$ cat src/rtl/pipeline_pkg.sv
// Shared constants, field positions and select encodings for the IF/ID
// stall-register slice of the pipeline.
package pipeline_pkg;

  localparam logic [31:0] NOP_INSTR  = 32'h0000_0000;
  localparam logic [31:0] PC_STEP    = 32'd4;
  localparam int          REG_ADDR_W = 5;
  localparam int          CTRL_W_DEF = 9;

  localparam int RS_MSB = 25;
  localparam int RS_LSB = 21;
  localparam int RT_MSB = 20;
  localparam int RT_LSB = 16;

  typedef enum logic [1:0] {
    PC_SEL_HOLD  = 2'd0,
    PC_SEL_INC   = 2'd1,
    PC_SEL_REDIR = 2'd2
  } pc_sel_e;

  typedef enum logic [1:0] {
    IFID_SEL_HOLD  = 2'd0,
    IFID_SEL_LOAD  = 2'd1,
    IFID_SEL_FLUSH = 2'd2
  } ifid_sel_e;

  function automatic logic [31:0] word_align(input logic [31:0] addr);
    return {addr[31:2], 2'b00};
  endfunction

endpackage

$ cat src/rtl/sat_counter.sv
// Event counter that clears on synchronous active-low reset and sticks at
// its maximum value instead of wrapping.
module sat_counter #(
  parameter int W = 16
) (
  input  logic         clk,
  input  logic         rst,
  input  logic         inc,
  output logic [W-1:0] count
);

  localparam logic [W-1:0] MAX = '1;

  function automatic logic [W-1:0] sat_inc(input logic [W-1:0] v);
    return (v == MAX) ? v : v + W'(1);
  endfunction

  logic [W-1:0] count_p0;

  always_ff @(posedge clk) begin
    if (!rst)
      count_p0 <= '0;
    else if (inc)
      count_p0 <= sat_inc(count_p0);
  end

  assign count = count_p0;

endmodule

$ cat src/rtl/if_id_stall_regs.sv
// PC, IF/ID and ID/EX control registers steered by the load-use hazard
// controls and the branch flush, with stall/flush event counters.
module if_id_stall_regs
  import pipeline_pkg::*;
#(
  parameter logic [31:0] RESET_PC = 32'h0000_0000,
  parameter int          CTRL_W   = CTRL_W_DEF,
  parameter int          CNT_W    = 16
) (
  input  logic                  clk,
  input  logic                  rst,
  input  logic                  PCWrite,
  input  logic                  IFtoIDWrite,
  input  logic                  ControlSel,
  input  logic                  Flush,
  input  logic [31:0]           BranchTarget,
  input  logic [31:0]           Instr_in,
  input  logic [CTRL_W-1:0]     Ctrl_in,
  output logic [31:0]           PC,
  output logic [31:0]           IF_ID_Instr,
  output logic [31:0]           IF_ID_PCPlus4,
  output logic                  IF_ID_Valid,
  output logic [REG_ADDR_W-1:0] IF_ID_Rs,
  output logic [REG_ADDR_W-1:0] IF_ID_Rt,
  output logic [CTRL_W-1:0]     ID_EX_Ctrl,
  output logic [CNT_W-1:0]      StallCount,
  output logic [CNT_W-1:0]      FlushCount
);

  logic [31:0]       pc_p0;
  logic [31:0]       pc_inc_p0;
  pc_sel_e           pc_sel;
  ifid_sel_e         ifid_sel;

  logic [31:0]       instr_p1;
  logic [31:0]       pcplus4_p1;
  logic              vld_p1;

  logic [CTRL_W-1:0] ctrl_p2;
  logic              bubble;

  assign pc_inc_p0 = pc_p0 + PC_STEP;

  // Flush wins over both write enables; the two enables act independently.
  always_comb begin
    pc_sel   = PC_SEL_HOLD;
    ifid_sel = IFID_SEL_HOLD;
    if (Flush)
      pc_sel = PC_SEL_REDIR;
    else if (PCWrite)
      pc_sel = PC_SEL_INC;
    if (Flush)
      ifid_sel = IFID_SEL_FLUSH;
    else if (IFtoIDWrite)
      ifid_sel = IFID_SEL_LOAD;
  end

  // ---- stage p0: fetch address ----
  always_ff @(posedge clk) begin
    if (!rst)
      pc_p0 <= RESET_PC;
    else begin
      case (pc_sel)
        PC_SEL_REDIR: pc_p0 <= word_align(BranchTarget);
        PC_SEL_INC:   pc_p0 <= pc_inc_p0;
        default:      pc_p0 <= pc_p0;
      endcase
    end
  end

  // ---- stage p1: IF/ID register ----
  always_ff @(posedge clk) begin
    if (!rst) begin
      instr_p1   <= NOP_INSTR;
      pcplus4_p1 <= '0;
      vld_p1     <= 1'b0;
    end else begin
      case (ifid_sel)
        IFID_SEL_FLUSH: begin
          instr_p1   <= NOP_INSTR;
          pcplus4_p1 <= '0;
          vld_p1     <= 1'b0;
        end
        IFID_SEL_LOAD: begin
          instr_p1   <= Instr_in;
          pcplus4_p1 <= pc_inc_p0;
          vld_p1     <= 1'b1;
        end
        default: begin
          instr_p1   <= instr_p1;
          pcplus4_p1 <= pcplus4_p1;
          vld_p1     <= vld_p1;
        end
      endcase
    end
  end

  // ---- stage p2: ID/EX control; an empty IF/ID also yields a bubble ----
  assign bubble = !(ControlSel && vld_p1);

  always_ff @(posedge clk) begin
    if (!rst)
      ctrl_p2 <= '0;
    else
      ctrl_p2 <= bubble ? '0 : Ctrl_in;
  end

  sat_counter #(.W(CNT_W)) u_stall_cnt (
    .clk   (clk),
    .rst   (rst),
    .inc   (!ControlSel),
    .count (StallCount)
  );

  sat_counter #(.W(CNT_W)) u_flush_cnt (
    .clk   (clk),
    .rst   (rst),
    .inc   (Flush),
    .count (FlushCount)
  );

  assign PC            = pc_p0;
  assign IF_ID_Instr   = instr_p1;
  assign IF_ID_PCPlus4 = pcplus4_p1;
  assign IF_ID_Valid   = vld_p1;
  assign IF_ID_Rs      = instr_p1[RS_MSB:RS_LSB];
  assign IF_ID_Rt      = instr_p1[RT_MSB:RT_LSB];
  assign ID_EX_Ctrl    = ctrl_p2;

endmodule

$ cat config.mk
export PLATFORM = sky130hd
export DESIGN_NAME = if_id_stall_regs
export DESIGN_NICKNAME = d
export VERILOG_FILES = /design/src/rtl/pipeline_pkg.sv /design/src/rtl/sat_counter.sv /design/src/rtl/if_id_stall_regs.sv
export SDC_FILE = /design/constraint.sdc
export NUM_CORES = 1
export LEC_CHECK = 0
export BUFFER_PORTS_ARGS = -buffer_cell sky130_fd_sc_hd__buf_4
export CAP_MARGIN = 40
export CORE_ASPECT_RATIO = 1.5
export CORE_MARGIN = 1
export CORE_UTILIZATION = 44
export CTS_BUF_LIST = sky130_fd_sc_hd__clkbuf_2
export DETAILED_ROUTE_END_ITERATION = 10
export GPL_TIMING_DRIVEN = 0
export PLACE_DENSITY = 0.84
export SYNTH_ARGS = -nofsm -noshare
export SYNTH_HDL_FRONTEND = slang
export SYNTH_HIERARCHICAL = 1
export SYNTH_SLANG_ARGS = --single-unit
export TNS_END_PERCENT = 1
$ cat constraint.sdc
create_clock -name clk -period 2 [get_ports clk]
set_input_delay 0.3 -clock clk [delete_from_list [all_inputs] [get_ports clk]]
set_output_delay 0.3 -clock clk [all_outputs]
set_load 0.01 [all_outputs]
**After elaboration in Yosys (flattened, before gate mapping)**

Index checks and enable logic that the tools add are counted.

- Register bits after elaboration: 138
- Output and inout port bits: 148
- Logic and storage cells: 33

- Add/sub/neg operators: 3
- Equality and inequality tests: 6
- Multiplexer cells: 8
- Bitwise gates (word level): 3
- Reduce and logical (&&, ||, !) cells: 6

Operator list:

| cell | count |
|---|---|
| $pmux W32 S2 | 3 |
| $add A16 B1 Y16 const B | 2 |
| $add A32 B3 Y32 const B | 1 |
| $eq A16 B16 Y1 const B | 2 |
| $reduce_and A2 Y1 | 3 |
| $eq A2 B1 Y1 const B | 2 |
| $eq A2 B2 Y1 const B | 2 |
| $mux W2 | 2 |
| $reduce_bool A2 Y1 | 2 |
| $not A1 Y1 | 3 |
| $mux W1 | 2 |
| $pmux W1 S2 | 1 |
| $logic_and A1 B1 Y1 | 1 |

**Logic depth before layout (Yosys ltp)**

Gate-level depths: netlist (run 1).

- Word-level depth: 4
- Gate-level depth with buffers: 7

**Cells and area by module**

The synthesis (run 1) kept the hierarchy.

Modules (own cells, without submodules):

| module | times used | cells an instance | area each (um2) | sequential area each (um2) |
|---|---|---|---|---|
| if_id_stall_regs | 1 | 511 | 4583.1 | 2042.0 |
| sat_counter | 2 | 95 | 808.3 | 320.3 |

**Least setup slack after synthesis (run 1)**

No wires, ideal clock.

- Path kind: register -> register
- Start point: reg pc_p0[2] (netlist: PC[2])
- End point: reg pc_p0[16] (netlist: PC[16])
- Setup time: 0.133 ns
- Data arrival time: 2.012 ns
- Required time: 1.867 ns
- Slack: -0.145 ns
- Stages on the path, launching flop included: 8
- Path buffers: 1
- Path through: dfxtp_1 ha_1 nand3_2 or4b_4 buf_6 nor3_1 xnor2_1 a21oi_1

- Word-level cells in the longest chain between the ends: 2

RTL lines:

| item | line | source |
|---|---|---|
| start, declared | if_id_stall_regs.sv:30 | `logic [31:0] pc_p0;` |
| start signal, assigned | if_id_stall_regs.sv:64 | `PC_SEL_REDIR: pc_p0 <= word_align(BranchTarget);` |
| start signal, assigned | if_id_stall_regs.sv:65 | `PC_SEL_INC: pc_p0 <= pc_inc_p0;` |
| start signal, assigned | if_id_stall_regs.sv:66 | `default: pc_p0 <= pc_p0;` |
| $add A32 B3 Y32 | if_id_stall_regs.sv:42 | `assign pc_inc_p0 = pc_p0 + PC_STEP;` |
| $pmux W32 S2 | if_id_stall_regs.sv:63 | `case (pc_sel)` |

Every way passes these cells.
A chain may end at the register's enable or synchronous reset.

**Final worst setup path (run 1)**

- Start point: reg pc_p0[2] (netlist: PC[2])
- End point: reg pc_p0[19] (netlist: PC[19])

Same word-level chain as after synthesis.

==> impl_metrics.ini, run 1 <==
[critical_path]
crit_path_start_kind = flip-flop
cp_max_fo = 10
crit_path_end_kind = flip-flop
crit_type = reg -> reg
path_cells = buf_6, nand4_4, buf_4, nor3_2, nand3_1, xnor2_1, a21oi_1
cpPeakStageDelay_ps = 670
required_ps = 2580
crit_path_top_delay_cell = nor3_2
arrival_ps = 2770

[timing]
hold_slack_ps = 46.0
fin_ws_ps = -190
relSlewSlack = 0.457
period_share = 1.09
hold_violations = 0
finalClockSkew_ps = 39.7
drv_slew = 0
fmaxAchievable_mhz = 457
setup_viol = 17
worst_pin_slew_ps = 809
grt_setup_unrepaired = yes
period_minus_slack_ps = 2190
tns_ps = -1290

[floorplanning]
row_count = 52
initial_core_util = 0.456
boundaryPins = 227
die_h_um = 147
die_w_um = 98.9
dieArea_mm2 = 0.0146
core_mm2 = 0.0136

[global_routing]
grt_usage = 0.283
antenna_found_initial = 1
grt_overflow = 0
grt_max_degree = 19
grt_first_pass_wirelength_um = 32100
grt_pass1_vias = 6346

[placed_design]
gp_congestion = 0.918
placed_cells = 1085
place_ws_ps = -281
io_buffers = 218
dp_hpwl_um = 13800
place_area_mm2 = 0.00807

[flow_run]
drv_cap = 0

[route]
drtIter0Drc = 308
postRouteAntennaNets = 0
drc = 0
vias = 6524
routedWlPerCell_um = 17.5
wirelength_um = 21000
via_per_inst = 5.45
dr.pass1.iters = 5

[power_and_ir_drop]
finalPower_mw = 5.63
p_int_mw = 4.07
switching_share = 0.277
power_frac_comb = 0.162
power.clock.fraction = 0.325
switching_power_mw = 1.56
power.leakage_nw = 3.91
power.density_mw_per_mm2 = 601
seqPwrFrac = 0.513
irDropWorstVdd_uv = 393

[logic_synthesis]
synth_cells = 701
netlist_area_mm2 = 0.00620
yosysTopAreaCellShare = 0.433
synth_warnings = 6
synth_flop_cell = dfxtp_1
synth_seq_cells = 134
ys_async_sr_fraction = 0
synth_top_area_cell = dfxtp_1
synthTopCellsByArea = dfxtp_1, mux2i_1, xnor2_1
seq_area_frac_synth = 0.433
avgSynthCellArea_um2 = 8.84
synth_edf_count = 0
yosys.cell_types.count = 49

[clock_tree]
max-clock-path-buffers = 2
clock_latency_ps = 690
cts_inserted_buffers = 17
numClockSinks = 134
cts_max_level = 4
clkTransAtPathRegs_ps = 210
cts_tree = yes
cts.root.buffer_cell = clkbuf_2

[final_layout]
drive_above_1_share = 0.329
fin_area_mm2 = 0.00936
layout_commonest_cell = buf_4
utilization = 0.688
layout.nets = 1105
area_growth_pct = 50.9
final_cell_mix = buf_4, dfxtp_1, dlygate4sd3_1
final_cells = 1198

[outcome]
violations = negative setup slack
status = finished, violations left

[min_path]
hold_path_class = in -> reg
==> critical path: cells and delay by family, from the launching register on <==
kind / cells / cell delay, ps
xor gates and xnor gates: 1 / 260
DFF: 1 / 430
and+or+nand+nor: 3 / 980
buffers and inverters: 2 / 300
AOI/OAI and AO/OA: 1 / 120
==> metal layers <==
metal / vias to the layer above / share of wire / track usage
met2: 308 / 0.53 / 0.515
met1: 3010 / 0.36 / 0.299
met3: 74 / 0.059 / 0.0525
met5: - / 0 / 0
li1: 3132 / - / -
met4: 0 / 0.051 / 0.172
==> kinds of logic (layout without fill, tap and decap cells) <==
family | count (synthesis) | after routing | synth area share
compound gates | 144 | 144 | 0.133
xor+xnor | 60 | 60 | 0.0848
fa+ha+maj | 3 | 3 | 0.00606
buf+inv | 70 | 401 | 0.0589
flops | 134 | 134 | 0.433
mux | 39 | 39 | 0.0630
other cells | 1 | 5 | 0.000605
simple gates | 250 | 250 | 0.221
==> synthesized netlist by cell type (3+ instances only) <==
library cell and number:
a21oi_1 55, o211a_1 5, nand4_1 20, clkbuf_2 4
and2_1 12, and4_1 8, nor3_1 10, nor4_1 16
and3_1 3, buf_2 4, xor2_1 24, xnor2_1 36
o21ai_0 52, or3_1 8, or4_1 10, nand2_1 44
buf_6 3, ha_1 3, or2_2 4, clkbuf_1 26
dfxtp_1 134, o31ai_1 12, a211oi_1 10, a31oi_1 3
buf_4 14, mux2i_1 39, buf_1 4, nor3_2 8
nand3_1 28, inv_1 12, nor2_1 63
==> layout make-up <==
class                   instances  area, µm²
repair buffers                301       2460
multi-input cells             500       3310
diodes                          1       2.50
inverters                      13       48.8
flip-flops and latches        134       2720
well taps                     162        203
clock buffers                  17       85.1
plain buffers                  56        343
clock inverters                14        183
fillers                      1011       4240
==> flip-flops by register name, summed over array words and instances (netlist names) <==
register	flops
IF_ID_Instr	32
IF_ID_Valid	1
u_flush_cnt/count	16
PC	30
ID_EX_Ctrl	9
IF_ID_PCPlus4	30
u_stall_cnt/count	16
==> power by group through the flow <==
stage                     registers (mW)  clock network [mW]  logic [mW]
after floorplan                     2.96                   0       0.312
after global placement              2.93                   0       0.716
after detailed placement            2.94                   0       0.729
after CTS                           2.88                1.84       0.874
after global routing                2.90                1.96       0.972
final                               2.89                1.83       0.911
==> worst paths after layout <==
check	slack (ps)	cells past startpoint	from	to
setup / recovery	-190	7	PC[2]	PC[19]
hold reg to reg	500	1	u_stall_cnt/count[6]	u_stall_cnt/count[6]
setup reg to reg	-190	7	PC[2]	PC[19]
hold / removal	50	3	IFtoIDWrite	IF_ID_PCPlus4[8]
==> repair_timing <==
item	4_1_cts	5_1_grt
hold endpoints to repair	84	0
pin swaps	1	2
endpoints found under the setup margin	24	48
gates resized for setup	20	43
hold buffers	76	0
setup buffers	2	4
gates cloned	0	0
(Power assumes the default switching activity.)
==> run 2: changes to the inputs <==
--- a/config.mk
+++ b/config.mk
@@ -5,6 +5,7 @@
 export SDC_FILE = /design/constraint.sdc
 export NUM_CORES = 1
 export LEC_CHECK = 0
+export ABC_AREA = 1
 export BUFFER_PORTS_ARGS = -buffer_cell sky130_fd_sc_hd__buf_4
 export CAP_MARGIN = 40
 export CORE_ASPECT_RATIO = 1.5
==> impl_metrics.ini, run 2 <==
[route]
dr.pass1.iters = 9
drtIter0Drc = 353
via_per_inst = 5.05
wirelength_um = 21100
routedWlPerCell_um = 14.4
drc = 0
postRouteAntennaNets = 0
vias = 7392

[critical_path]
arrival_ps = 2420
reg2reg_to = IF_ID_PCPlus4[16]
crit_top_cell = nand2_1
path_cells = ha_1, nand2_1, nor2_4, nand2_2, nor2_2, xor2_1, nand2_1, a21oi_1
cp_max_fo = 6
cpPeakStageDelay_ps = 460
worst-path-buf-inv = 0
crit_path_start_kind = flip-flop
crit_path_end_kind = flip-flop
rrSetupSlack_ps = 170
rr_startpoint = PC[2]
required_ps = 2590
crit_path_top_delay_cell = dfxtp_1
crit_type = reg -> reg
critical-path-top-delay-family = simple AND/OR/NAND/NOR gates
ff2ff_path_depth = 8

[placed_design]
dp_hpwl_um = 14700
gp_congestion = 0.941
io_buffers = 220
place_ws_ps = -31.8

[final_layout]
final_cell_mix = nand2_1, buf_4, dfxtp_1
layout.nets = 1335
largest_reg_flops = 32
area_growth_pct = 45.1
regArea_mm2 = 0.00268
layout_commonest_cell = nand2_1
multiInputGateArea_mm2 = 0.00333
utilization = 0.653
fillers = 1271
drive_above_1_share = 0.258

[global_routing]
grt_overflow = 0
grt_pass1_vias = 7140
grt_first_pass_wirelength_um = 32800
antenna_found_initial = 1
grt_max_degree = 17
grt_usage = 0.275

[logic_synthesis]
netlist_area_mm2 = 0.00650
seq_area_frac_synth = 0.413
synth_cells = 934
synth_flop_cell = dfxtp_1
yosysTopAreaCellShare = 0.413
synth_edf_count = 0
synth_top_area_cell = dfxtp_1
yosys.cell_types.count = 29
yosysMostFrequentCell = nand2_1
synth_warnings = 6
synth_seq_cells = 134
synthTopCellsByArea = dfxtp_1, nand2_1, a21oi_1
ys_top_cells_by_count = nand2_1, dfxtp_1, a21oi_1
ys_async_sr_fraction = 0
avgSynthCellArea_um2 = 6.96

[power_and_ir_drop]
power.density_mw_per_mm2 = 571
power.leakage_nw = 4.16
irDropWorstVdd_uv = 346
finalPower_mw = 5.38

[timing]
tns_ps = 0
period_share = 0.917
setup_viol = 0
grt_setup_unrepaired = no
fin_ws_ps = 166
finalClockSkew_ps = 60.9
relSlewSlack = 0.629
hold_violations = 0
worst_pin_slew_ps = 557
drv_slew = 0
fmaxAchievable_mhz = 545
period_minus_slack_ps = 1830

[clock_tree]
cts.root.buffer_cell = clkbuf_2
post_cts_buffers = 0
cts_max_level = 4
cts_inserted_buffers = 17
max-clock-path-buffers = 2
cts_tree = yes
clkTransAtPathRegs_ps = 200
clock_latency_ps = 670
numClockSinks = 134

[floorplanning]
die_h_um = 151
boundaryPins = 227
die_w_um = 101
initial_core_util = 0.450
dieArea_mm2 = 0.0153
core_mm2 = 0.0145
row_count = 54

[min_path]
hold_path_class = in -> reg
hold_depth = 5
min_from = Flush
hold_path_end = u_flush_cnt/count[15]

[flow_run]
drv_cap = 0

[outcome]
status = complete, no violations
==> run 2: cell count changes after synthesis, sizes merged, moves of 13 or more <==
cell   change
nand3     +25
nor2      +74
a21oi     +55
nor4      -16
nand4     -17
nand2    +275
nor3      -17
xor2      -13
a22oi     +28
o21ai     -44
xnor2     -30
inv       +49
mux2i     -39
==> run 2: worst max-delay path by stage <==
stage	end	startpoint	depth (start not counted)
global route	PC[16]	PC[2]	8
CTS	IF_ID_Instr[6]	IFtoIDWrite	8
finish	IF_ID_PCPlus4[16]	PC[2]	8
global placement	IF_ID_PCPlus4[6]	Flush	6
floorplan	IF_ID_PCPlus4[18]	PC[2]	8
detailed placement	IF_ID_PCPlus4[6]	Flush	6
==> run 2: repair_timing <==
action	in CTS	in global routing
gates resized for setup	0	1
endpoints found under the setup margin	0	1
hold buffers	77	0
hold endpoints to repair	90	0
==> run 2: cell families after synthesis <==
kind of cell,count (synthesis),synth area share
DFF,134,0.413
other,1,0.000577
xor gates and xnor gates,17,0.0229
buffers and inverters,110,0.0778
adders and majority gates,3,0.00577
AOI/OAI and AO/OA,147,0.125
and+or+nand+nor,522,0.355
==> run 2: final cells by class <==
cell class	instances	share of cell area
Timing Repair Buffer	297	0.257
Clock inverter	14	0.0170
Antenna cell	1	0.000265
Sequential cell	134	0.284
Buffer	49	0.0293
Tap cell	196	0.0260
Clock buffer	18	0.00955
Multi-Input combinational cell	693	0.353
Inverter	61	0.0243
==> run 2: metrics by stage <==
step           instances  instance area (µm²)  hold WS [ps]
2_1_floorplan        937                 6510           398
3_3_place_gp        1353                 8410           453
3_5_place_dp        1353                 8410           457
4_1_cts             1462                 9430         0.177
5_1_grt             1463                 9440          25.6
6_report            1463                 9440           108
==> run 2: where the power goes <==
part | total (mW) | internal (mW) | switching (mW)
registers | 2.84 | 2.75 | 0.0916
logic | 0.802 | 0.414 | 0.388
clock network | 1.74 | 0.692 | 1.05
total | 5.38 | 3.86 | 1.53
==> run 2: worst reg2reg max path, stage by stage, from the launching register on <==
cell     delay (ps)
dfxtp_1         460
ha_1            220
nand2_1         100
nor2_4          180
nand2_2          90
nor2_2          190
xor2_1          280
nand2_1         110
a21oi_1         150
==> run 2: routing by layer <==
metal | track usage | share of wire | up-vias
met2 | 0.504 | 0.52 | 344
met4 | 0.169 | 0.045 | 0
met3 | 0.0568 | 0.065 | 76
met1 | 0.282 | 0.37 | 3358
met5 | 0 | 0 | -
li1 | - | - | 3614
